==> src/rtl/arbitro_ula_if.sv <==
// Bus bundle between the ULA arbiter, its requesting clients and the shared ULA.
//   Client side : req, op_req, a_req, b_req (to arbiter); ack, erro, resultado,
//                 grant_id, ocupado (from arbiter).
//   ULA side    : ula_processar, ula_op, ula_etp1, ula_etp2 (from arbiter);
//                 ula_concluido, ula_data (to arbiter).
// Modports:
//   slave  - the arbiter's view.
//   master - the environment's view (clients plus the ULA).
interface arbitro_ula_if #(
  parameter int Tamanho_Da_Palavra = 16,
  parameter int NUM_REQ            = 4
);
  localparam int W    = Tamanho_Da_Palavra;
  localparam int ID_W = (NUM_REQ > 1) ? $clog2(NUM_REQ) : 1;

  logic [NUM_REQ-1:0]   req;
  logic [4*NUM_REQ-1:0] op_req;
  logic [W*NUM_REQ-1:0] a_req;
  logic [W*NUM_REQ-1:0] b_req;
  logic [NUM_REQ-1:0]   ack;
  logic                 erro;
  logic [W-1:0]         resultado;
  logic [ID_W-1:0]      grant_id;
  logic                 ocupado;

  logic                 ula_processar;
  logic [3:0]           ula_op;
  logic [W-1:0]         ula_etp1;
  logic [W-1:0]         ula_etp2;
  logic                 ula_concluido;
  logic [W-1:0]         ula_data;

  modport slave (
    input  req, op_req, a_req, b_req, ula_concluido, ula_data,
    output ack, erro, resultado, grant_id, ocupado,
           ula_processar, ula_op, ula_etp1, ula_etp2
  );

  modport master (
    output req, op_req, a_req, b_req, ula_concluido, ula_data,
    input  ack, erro, resultado, grant_id, ocupado,
           ula_processar, ula_op, ula_etp1, ula_etp2
  );
endinterface

==> src/rtl/arbitro_ula.sv <==
// Round-robin arbiter/sequencer sharing one ULA among NUM_REQ clients.
// A winner's op/operands are latched, the ULA receives a one-cycle start pulse,
// the result is returned to the winner with a one-cycle ack, and the arbiter
// waits for the ULA done flag to fall before accepting the next request.
// Ports:
//   clk   - single clock, posedge.
//   reset - asynchronous, active-low.
//   bus   - arbitro_ula_if.slave (client requests/acks and ULA handshake).
// Optional feature: define ARBITRO_TIMEOUT_EN to enable a watchdog that aborts
// a ULA operation after TIMEOUT cycles (erro=1) and bounds the drain wait.
// Every output is driven directly from a flop, so outputs change one cycle
// after the state that produces them (start pulse seen during the first
// AGUARDA cycle, ack seen during the cycle after ENTREGA).
module arbitro_ula #(
  parameter int Tamanho_Da_Palavra = 16,
  parameter int NUM_REQ            = 4,
  parameter int TIMEOUT            = 31
) (
  input  logic         clk,
  input  logic         reset,
  arbitro_ula_if.slave bus
);
  localparam int W    = Tamanho_Da_Palavra;
  localparam int ID_W = (NUM_REQ > 1) ? $clog2(NUM_REQ) : 1;
  localparam int SW   = ID_W + 1;
  localparam logic [3:0] OP_MAX = 4'd9;

  typedef enum logic [2:0] {
    OCIOSO  = 3'd0,
    EMITE   = 3'd1,
    AGUARDA = 3'd2,
    ENTREGA = 3'd3,
    DRENO   = 3'd4
  } estado_t;

  estado_t              state_q, state_d;
  logic [ID_W-1:0]      ptr_q, ptr_d;
  logic [ID_W-1:0]      grant_q, grant_d;
  logic [3:0]           op_q, op_d;
  logic [W-1:0]         etp1_q, etp1_d;
  logic [W-1:0]         etp2_q, etp2_d;
  logic                 processar_q, processar_d;
  logic [NUM_REQ-1:0]   ack_q, ack_d;
  logic                 erro_q, erro_d;
  logic [W-1:0]         resultado_q, resultado_d;
  logic                 ocupado_q, ocupado_d;
  logic [W-1:0]         cap_dado_q, cap_dado_d;
  logic                 cap_erro_q, cap_erro_d;
  logic                 iniciou_q, iniciou_d;

`ifdef ARBITRO_TIMEOUT_EN
  localparam int CNT_W = ($clog2(TIMEOUT + 1) > 5) ? $clog2(TIMEOUT + 1) : 5;
  localparam logic [CNT_W-1:0] CNT_LIM = CNT_W'(TIMEOUT - 1);
  logic [CNT_W-1:0]     cnt_q, cnt_d;
`else
  logic                 unused_tmo_s;
  assign unused_tmo_s = (TIMEOUT > 32'sd0);
`endif

  // Unpack the client buses into per-client arrays (constant slices only).
  logic [3:0]   op_arr_s [NUM_REQ];
  logic [W-1:0] a_arr_s  [NUM_REQ];
  logic [W-1:0] b_arr_s  [NUM_REQ];

  for (genvar g = 0; g < NUM_REQ; g++) begin : g_unpack
    assign op_arr_s[g] = bus.op_req[4*g +: 4];
    assign a_arr_s[g]  = bus.a_req[W*g +: W];
    assign b_arr_s[g]  = bus.b_req[W*g +: W];
  end

  // Round-robin search: first requesting client at or after the pointer, wrapping.
  logic [NUM_REQ-1:0] req_m_s;
  logic               found_s;
  logic [ID_W-1:0]    win_s;
  logic [SW-1:0]      sum_s;
  logic [SW-1:0]      cand_s;

  always_comb begin
    // A client whose ack is on the bus this cycle is masked so a req still
    // held during its own ack is not taken as a fresh request.
    req_m_s = bus.req & ~ack_q;
    found_s = 1'b0;
    win_s   = '0;
    sum_s   = '0;
    cand_s  = '0;
    for (int k = 0; k < NUM_REQ; k++) begin
      sum_s  = {1'b0, ptr_q} + SW'(k);
      cand_s = (sum_s >= SW'(NUM_REQ)) ? (sum_s - SW'(NUM_REQ)) : sum_s;
      if (!found_s && req_m_s[cand_s[ID_W-1:0]]) begin
        found_s = 1'b1;
        win_s   = cand_s[ID_W-1:0];
      end else begin
        found_s = found_s;
      end
    end
  end

  // Pointer value after serving the current client.
  logic [ID_W-1:0] ptr_nxt_s;
  assign ptr_nxt_s = (grant_q == ID_W'(NUM_REQ - 1)) ? '0 : (grant_q + ID_W'(1));

  // Next-state and next-output computation for the sequencer.
  always_comb begin
    state_d     = state_q;
    ptr_d       = ptr_q;
    grant_d     = grant_q;
    op_d        = op_q;
    etp1_d      = etp1_q;
    etp2_d      = etp2_q;
    processar_d = 1'b0;
    ack_d       = '0;
    erro_d      = 1'b0;
    resultado_d = resultado_q;
    cap_dado_d  = cap_dado_q;
    cap_erro_d  = cap_erro_q;
    iniciou_d   = iniciou_q;
`ifdef ARBITRO_TIMEOUT_EN
    cnt_d       = cnt_q;
`endif

    case (state_q)
      OCIOSO: begin
        if (found_s) begin
          grant_d = win_s;
          op_d    = op_arr_s[win_s];
          etp1_d  = a_arr_s[win_s];
          etp2_d  = b_arr_s[win_s];
          if (op_arr_s[win_s] > OP_MAX) begin
            // Unsupported op: answer with an error, never start the ULA.
            cap_erro_d = 1'b1;
            cap_dado_d = '0;
            iniciou_d  = 1'b0;
            state_d    = ENTREGA;
          end else begin
            cap_erro_d = 1'b0;
            iniciou_d  = 1'b1;
            state_d    = EMITE;
          end
        end else begin
          state_d = OCIOSO;
        end
      end

      EMITE: begin
        processar_d = 1'b1;
        state_d     = AGUARDA;
`ifdef ARBITRO_TIMEOUT_EN
        cnt_d       = '0;
`endif
      end

      AGUARDA: begin
        // While the start pulse is still on the wire the ULA cannot have
        // answered it yet, so a done level seen then is ignored.
        if (bus.ula_concluido && !processar_q) begin
          cap_dado_d = bus.ula_data;
          cap_erro_d = 1'b0;
          state_d    = ENTREGA;
`ifdef ARBITRO_TIMEOUT_EN
        end else if (cnt_q >= CNT_LIM) begin
          cap_dado_d = '0;
          cap_erro_d = 1'b1;
          state_d    = ENTREGA;
        end else begin
          cnt_d      = cnt_q + CNT_W'(1);
        end
`else
        end else begin
          state_d    = AGUARDA;
        end
`endif
      end

      ENTREGA: begin
        ack_d       = NUM_REQ'(1) << grant_q;
        erro_d      = cap_erro_q;
        resultado_d = cap_dado_q;
        ptr_d       = ptr_nxt_s;
        if (iniciou_q) begin
          state_d = DRENO;
`ifdef ARBITRO_TIMEOUT_EN
          cnt_d   = '0;
`endif
        end else begin
          state_d = OCIOSO;
        end
      end

      DRENO: begin
        if (!bus.ula_concluido) begin
          state_d = OCIOSO;
`ifdef ARBITRO_TIMEOUT_EN
        end else if (cnt_q >= CNT_LIM) begin
          state_d = OCIOSO;
        end else begin
          cnt_d   = cnt_q + CNT_W'(1);
        end
`else
        end else begin
          state_d = DRENO;
        end
`endif
      end

      default: begin
        state_d = OCIOSO;
      end
    endcase

    ocupado_d = (state_d != OCIOSO);
  end

  // State and output registers; asynchronous reset clears everything.
  always_ff @(posedge clk or negedge reset) begin
    if (!reset) begin
      state_q     <= OCIOSO;
      ptr_q       <= '0;
      grant_q     <= '0;
      op_q        <= 4'd0;
      etp1_q      <= '0;
      etp2_q      <= '0;
      processar_q <= 1'b0;
      ack_q       <= '0;
      erro_q      <= 1'b0;
      resultado_q <= '0;
      ocupado_q   <= 1'b0;
      cap_dado_q  <= '0;
      cap_erro_q  <= 1'b0;
      iniciou_q   <= 1'b0;
`ifdef ARBITRO_TIMEOUT_EN
      cnt_q       <= '0;
`endif
    end else begin
      state_q     <= state_d;
      ptr_q       <= ptr_d;
      grant_q     <= grant_d;
      op_q        <= op_d;
      etp1_q      <= etp1_d;
      etp2_q      <= etp2_d;
      processar_q <= processar_d;
      ack_q       <= ack_d;
      erro_q      <= erro_d;
      resultado_q <= resultado_d;
      ocupado_q   <= ocupado_d;
      cap_dado_q  <= cap_dado_d;
      cap_erro_q  <= cap_erro_d;
      iniciou_q   <= iniciou_d;
`ifdef ARBITRO_TIMEOUT_EN
      cnt_q       <= cnt_d;
`endif
    end
  end

  assign bus.ack           = ack_q;
  assign bus.erro          = erro_q;
  assign bus.resultado     = resultado_q;
  assign bus.grant_id      = grant_q;
  assign bus.ocupado       = ocupado_q;
  assign bus.ula_processar = processar_q;
  assign bus.ula_op        = op_q;
  assign bus.ula_etp1      = etp1_q;
  assign bus.ula_etp2      = etp2_q;

endmodule

==> src/flat_wrapper.sv <==
// flat-port wrapper written by rule: the top's interface ports become plain ports
module arbitro_ula_flat 
#(
  parameter int Tamanho_Da_Palavra = 16,
  parameter int NUM_REQ            = 4,
  parameter int TIMEOUT            = 31
)
  (clk, reset, bus_req, bus_op_req, bus_a_req, bus_b_req, bus_ula_concluido, bus_ula_data, bus_ack, bus_erro, bus_resultado, bus_grant_id, bus_ocupado, bus_ula_processar, bus_ula_op, bus_ula_etp1, bus_ula_etp2);
  arbitro_ula_if #(.Tamanho_Da_Palavra(Tamanho_Da_Palavra), .NUM_REQ(NUM_REQ)) bus_i ();
  input  logic clk;
  input  logic reset;
  input wire logic [$bits(bus_i.req)-1:0] bus_req;
  input wire logic [$bits(bus_i.op_req)-1:0] bus_op_req;
  input wire logic [$bits(bus_i.a_req)-1:0] bus_a_req;
  input wire logic [$bits(bus_i.b_req)-1:0] bus_b_req;
  input wire logic [$bits(bus_i.ula_concluido)-1:0] bus_ula_concluido;
  input wire logic [$bits(bus_i.ula_data)-1:0] bus_ula_data;
  output wire logic [$bits(bus_i.ack)-1:0] bus_ack;
  output wire logic [$bits(bus_i.erro)-1:0] bus_erro;
  output wire logic [$bits(bus_i.resultado)-1:0] bus_resultado;
  output wire logic [$bits(bus_i.grant_id)-1:0] bus_grant_id;
  output wire logic [$bits(bus_i.ocupado)-1:0] bus_ocupado;
  output wire logic [$bits(bus_i.ula_processar)-1:0] bus_ula_processar;
  output wire logic [$bits(bus_i.ula_op)-1:0] bus_ula_op;
  output wire logic [$bits(bus_i.ula_etp1)-1:0] bus_ula_etp1;
  output wire logic [$bits(bus_i.ula_etp2)-1:0] bus_ula_etp2;
  assign bus_i.req = bus_req;
  assign bus_i.op_req = bus_op_req;
  assign bus_i.a_req = bus_a_req;
  assign bus_i.b_req = bus_b_req;
  assign bus_i.ula_concluido = bus_ula_concluido;
  assign bus_i.ula_data = bus_ula_data;
  assign bus_ack = bus_i.ack;
  assign bus_erro = bus_i.erro;
  assign bus_resultado = bus_i.resultado;
  assign bus_grant_id = bus_i.grant_id;
  assign bus_ocupado = bus_i.ocupado;
  assign bus_ula_processar = bus_i.ula_processar;
  assign bus_ula_op = bus_i.ula_op;
  assign bus_ula_etp1 = bus_i.ula_etp1;
  assign bus_ula_etp2 = bus_i.ula_etp2;
  arbitro_ula #(.Tamanho_Da_Palavra(Tamanho_Da_Palavra), .NUM_REQ(NUM_REQ), .TIMEOUT(TIMEOUT)) u_core (.clk(clk), .reset(reset), .bus(bus_i));
endmodule
==> config.mk <==
export PLATFORM = sky130hd
export DESIGN_NAME = arbitro_ula_flat
export DESIGN_NICKNAME = d
export VERILOG_FILES = /design/src/rtl/arbitro_ula_if.sv /design/src/rtl/arbitro_ula.sv /design/src/flat_wrapper.sv
export SDC_FILE = /design/constraint.sdc
export NUM_CORES = 1
export LEC_CHECK = 0
export CAP_MARGIN = 20
export CORE_MARGIN = 4
export CORE_UTILIZATION = 43
export CTS_CLUSTER_DIAMETER = 200
export DETAILED_ROUTE_END_ITERATION = 16
export PLACE_DENSITY = 0.86
export SLEW_MARGIN = 5
export SYNTH_ARGS = -nofsm -noshare
export SYNTH_HDL_FRONTEND = slang
export SYNTH_SLANG_ARGS = --single-unit
==> constraint.sdc <==
create_clock -name clk -period 6.45 [get_ports clk]
set_clock_uncertainty 0.15 [all_clocks]
set_input_delay 1.6125 -clock clk [delete_from_list [all_inputs] [get_ports clk]]
set_output_delay 1.6125 -clock clk [all_outputs]
set_load 0.1 [all_outputs]
==> impl_table.tex <==
\begin{tabular}{lr}
\hline
Metric & Value \\
\hline
\multicolumn{2}{l}{\textbf{Status}} \\
Outcome & finished, final reports clean \\
\multicolumn{2}{l}{\textbf{Timing}} \\
Slew HR & between 30\% and 40\% \\
Final setup violation count & 0 \\
Final clock period utilization by the worst path & between 60\% and 70\% \\
Fmax & roughly 240 MHz \\
Final period demand of the worst path & approximately 4.2 ns \\
Final slew viol count & 0 \\
Actual slew at the worst max-slew pin & $\sim$1.0 ns \\
Post-route setup TNS & 0 ns \\
Total count of hold-check failures in the final report & 0 \\
Setup repair after global routing missed its margin & false \\
\multicolumn{2}{l}{\textbf{Routing}} \\
Via total after detailed routing & between 3000 and 4000 \\
Total wirelength of the detailed-routed design & 14.2 mm \\
Met3 WL post-DR & 888 um \\
Met2 wire len & between 7 and 8 mm \\
Final antenna-violating net count & 0 \\
Number of optimization iterations in the first detailed-route pass & 4 \\
Number of remaining DRC errors & 0 \\
Wire length per cell after detailed routing & around 19 um \\
M1 wire length & 5.49 mm \\
Highest metal layer with signal wires & met4 \\
Vias per cell & roughly 5.2 \\
Initial DRC Count & around 190 \\
\multicolumn{2}{l}{\textbf{Floorplan}} \\
Io pins & 228 \\
Area of the die & roughly 12000 um2 \\
Core area & roughly 9900 um2 \\
Chip Width & about 110 um \\
Effective utilization at floorplan & 44.5\% \\
Row cnt & 36 \\
Die height & roughly 110 um \\
\multicolumn{2}{l}{\textbf{Critical path}} \\
Critical register-to-register path startpoint & u\_core.bus.ack[1] \\
Crit-path cells & clkdlybuf4s50\_1 -> and2b\_1 -> nor3b\_1 -> o31a\_2 -> buf\_4 -> mux2\_1 -> a221o\_1 \\
Crit. Startpoint & bus\_req[1] \\
Data required time at the worst endpoint & 6.54 ns \\
Kind of critical path & input pin to flop \\
Worst setup SP type & input pin \\
R2R cell count & 6 \\
CP arrival & 4.27 ns \\
Flop2flop setup slack & 3.55 ns \\
Critical path peak fanout & 72 \\
CP peak stage delay & around 0.8 ns \\
Critical path capture point type & flop \\
Worst flop-to-flop path endpoint & u\_core.cap\_dado\_q[4] \\
CP max-delay cell & sky130\_fd\_sc\_hd\_\_buf\_4 \\
Capture point of the worst path & u\_core.bus.ula\_etp2[2] \\
\multicolumn{2}{l}{\textbf{Global routing}} \\
Largest net degree at the start of global routing & 85 \\
First-pass GRT wire length & roughly 21 mm \\
Number of antenna violations at the first check in global routing & 0 \\
Global-route usage over all layers & 22.4\% \\
Vias in the first global route & roughly 4100 \\
Leftover overflow at the end of global routing & 0 \\
\multicolumn{2}{l}{\textbf{Placed design}} \\
Standard cell area after detailed placement & about 6700 um2 \\
RePlAce Congestion & 0.831 \\
Number of port buffers & $\sim$230 \\
Post-DP HPWL & between 10 and 15 mm \\
Placed instance count & 752 \\
\multicolumn{2}{l}{\textbf{Clocking}} \\
Worst-Skew Late Latency & 0.35 ns \\
Clock buffer depth & 2 \\
Depth of the CTS H-tree & 3 \\
Root Driver & sky130\_fd\_sc\_hd\_\_clkbuf\_8 \\
Number of clock buffers inserted by TritonCTS & 9 \\
Number of buffers inserted to repair setup after CTS & 0 \\
Post-cts hold buffer count & 0 \\
Cells resized by post-CTS repair & 0 \\
TritonCTS clock tree & done \\
Clock-pin slew of the registers on the worst-case setup and hold paths & approximately 0.080 ns \\
CTS sink cnt & 84 \\
\multicolumn{2}{l}{\textbf{Power}} \\
Maximum resistive drop on vdd & around 0.00032 V \\
Leakage power total & approximately 3.0 nW \\
Power density relative to cell area & 578 nW/um2 \\
Design Power & about 0.004 W \\
\multicolumn{2}{l}{\textbf{Synthesis}} \\
Warning count from the yosys run & 0 \\
Top\_reg\_cell synth & sky130\_fd\_sc\_hd\_\_dfrtp\_1 \\
Leading cell type by number of instances after synthesis & sky130\_fd\_sc\_hd\_\_nand2\_1 \\
Cell types with the highest counts after synthesis & sky130\_fd\_sc\_hd\_\_nand2\_1, sky130\_fd\_sc\_hd\_\_dfrtp\_1, sky130\_fd\_sc\_hd\_\_nor2\_1, sky130\_fd\_sc\_hd\_\_mux2i\_1, sky130\_fd\_sc\_hd\_\_a221o\_1 \\
Register bit total from synthesis & 84 \\
Area of the mapped netlist & approximately 4400 um2 \\
Main area contributors after synthesis & sky130\_fd\_sc\_hd\_\_dfrtp\_1, sky130\_fd\_sc\_hd\_\_mux2i\_1, sky130\_fd\_sc\_hd\_\_mux2\_1 \\
Avg Inst Size Synth & 10.6 um2 \\
Post-synth EDFFs & 0 \\
Number of distinct library cell variants in the gate-level netlist after synthesis & 39 \\
Post-synth top area share & a little under half \\
Sequential cell area fraction in the yosys report & between 40 and 50\% \\
Cell type contributing the most total cell area after synthesis & sky130\_fd\_sc\_hd\_\_dfrtp\_1 \\
Post-synth net total & 587 \\
Asr flop ratio synth & 100\% \\
Post-Synthesis Cells & roughly 420 \\
\multicolumn{2}{l}{\textbf{Cells and area}} \\
Total non-filler cell area in the finished layout & approximately 6900 um2 \\
Non-filler instance count after layout & between 700 and 800 \\
Multi-input logic area & 2120 um2 \\
Register Area & between 2000 and 2500 um2 \\
Number of nets in the layout & 802 \\
Total of fill cells in the finished design & about 760 \\
Fraction of layout cells with a size suffix above 1 & 6.61\% \\
Antenna Cells & 0 \\
Area growth syn-to-layout & 57.4\% \\
\multicolumn{2}{l}{\textbf{Job}} \\
Reported max-cap violation count & 0 \\
\multicolumn{2}{l}{\textbf{Min path}} \\
Worst min-delay path category & flop to flop \\
\hline
\end{tabular}
-- logic make-up after synthesis --
group                      count (synthesis)  share of synthesized area, %
and+or+nand+nor                          153                          14.9
DFF                                       84                          47.9
buffers and inverters                     33                          4.05
xor gates and xnor gates                   1                         0.200
AOI/OAI and AO/OA                         67                          13.8
muxes                                     74                          18.0
adders and majority gates                  4                          1.14
-- flip-flops by register name, indices dropped and copies added (netlist names), 2 cells and up --
| name | cells |
|---|---|
| u_core.ptr_q | 2 |
| u_core.state_q | 3 |
| u_core.bus.ula_op | 4 |
| u_core.cap_dado_q | 16 |
| u_core.bus.grant_id | 2 |
| u_core.bus.ack | 4 |
| u_core.bus.ula_etp2 | 16 |
| u_core.bus.resultado | 16 |
| u_core.bus.ula_etp1 | 16 |
-- cell usage in the layout, fill, tap and decap left out, types with 5 or more instances in the layout --
cell,n
sky130_fd_sc_hd__a221o_1,35
sky130_fd_sc_hd__and2_1,5
sky130_fd_sc_hd__buf_4,5
sky130_fd_sc_hd__clkbuf_8,9
sky130_fd_sc_hd__clkdlybuf4s50_1,226
sky130_fd_sc_hd__dfrtp_1,84
sky130_fd_sc_hd__inv_1,5
sky130_fd_sc_hd__mux2_1,32
sky130_fd_sc_hd__mux2_2,5
sky130_fd_sc_hd__mux2i_1,36
sky130_fd_sc_hd__nand2_1,89
sky130_fd_sc_hd__nor2_1,38
sky130_fd_sc_hd__o21ai_0,11
sky130_fd_sc_hd__o21ai_2,9
-- metrics by stage --
| stage | hold slack, ns | setup WS, ns | util (%) |
|---|---|---|---|
| 4_1_cts | 0.325 | 2.24 | 69.8 |
| 3_3_place_gp | 0.297 | 1.98 | 68.0 |
| 5_1_grt | 0.344 | 2.14 | 70.0 |
| 2_1_floorplan | 0.289 | 3.04 | - |
| 3_5_place_dp | 0.306 | 1.87 | 68.0 |
| 6_report | 0.324 | 2.27 | 70.0 |
-- power breakdown --
group | total, W | internal [W] | leakage (nW) | switching, W
clock network | 0.000365 | 0.000177 | 0.0894 | 0.000187
registers | 0.000921 | 0.000767 | 1.07 | 0.000154
logic | 0.00270 | 0.000791 | 1.82 | 0.00191
total | 0.00399 | 0.00174 | 2.98 | 0.00225
-- cell type report --
cell class | instances | area share, %
Inverter | 5 | 0.272
Timing Repair Buffer | 232 | 33.6
Multi-Input combinational cell | 299 | 30.7
Clock buffer | 11 | 1.90
Tap cell | 133 | 2.41
Clock inverter | 4 | 0.743
Sequential cell | 84 | 30.4
-- metal layers --
layer | vias to the layer above | track usage (%)
met5 | - | 0
met4 | 0 | 6.85
met3 | 21 | 4.80
met2 | 130 | 39.3
met1 | 1933 | 27.7
li1 | 1901 | -
-- how the worst min path moves through the flow --
stage                                startpoint                  endpoint  slack (ns)  cells after the start
after detailed placement   u_core.cap_dado_q[0]   u_core.bus.resultado[0]        0.31                      2
final                      u_core.cap_dado_q[0]   u_core.bus.resultado[0]        0.32                      2
after floorplan            u_core.cap_dado_q[0]   u_core.bus.resultado[0]        0.29                      2
after CTS                  u_core.cap_dado_q[0]   u_core.bus.resultado[0]        0.32                      2
after global placement    u_core.cap_dado_q[12]  u_core.bus.resultado[12]        0.30                      2
after global routing       u_core.cap_dado_q[0]   u_core.bus.resultado[0]        0.34                      2
-- critical path, delay by kind of cell --
family                 cells  cell delay, ns
muxes                      1            0.43
and+or+nand+nor            2            0.41
buffers and inverters      2            1.22
AOI/OAI and AO/OA          2            0.54
Power figures use the tool's default switching activity.
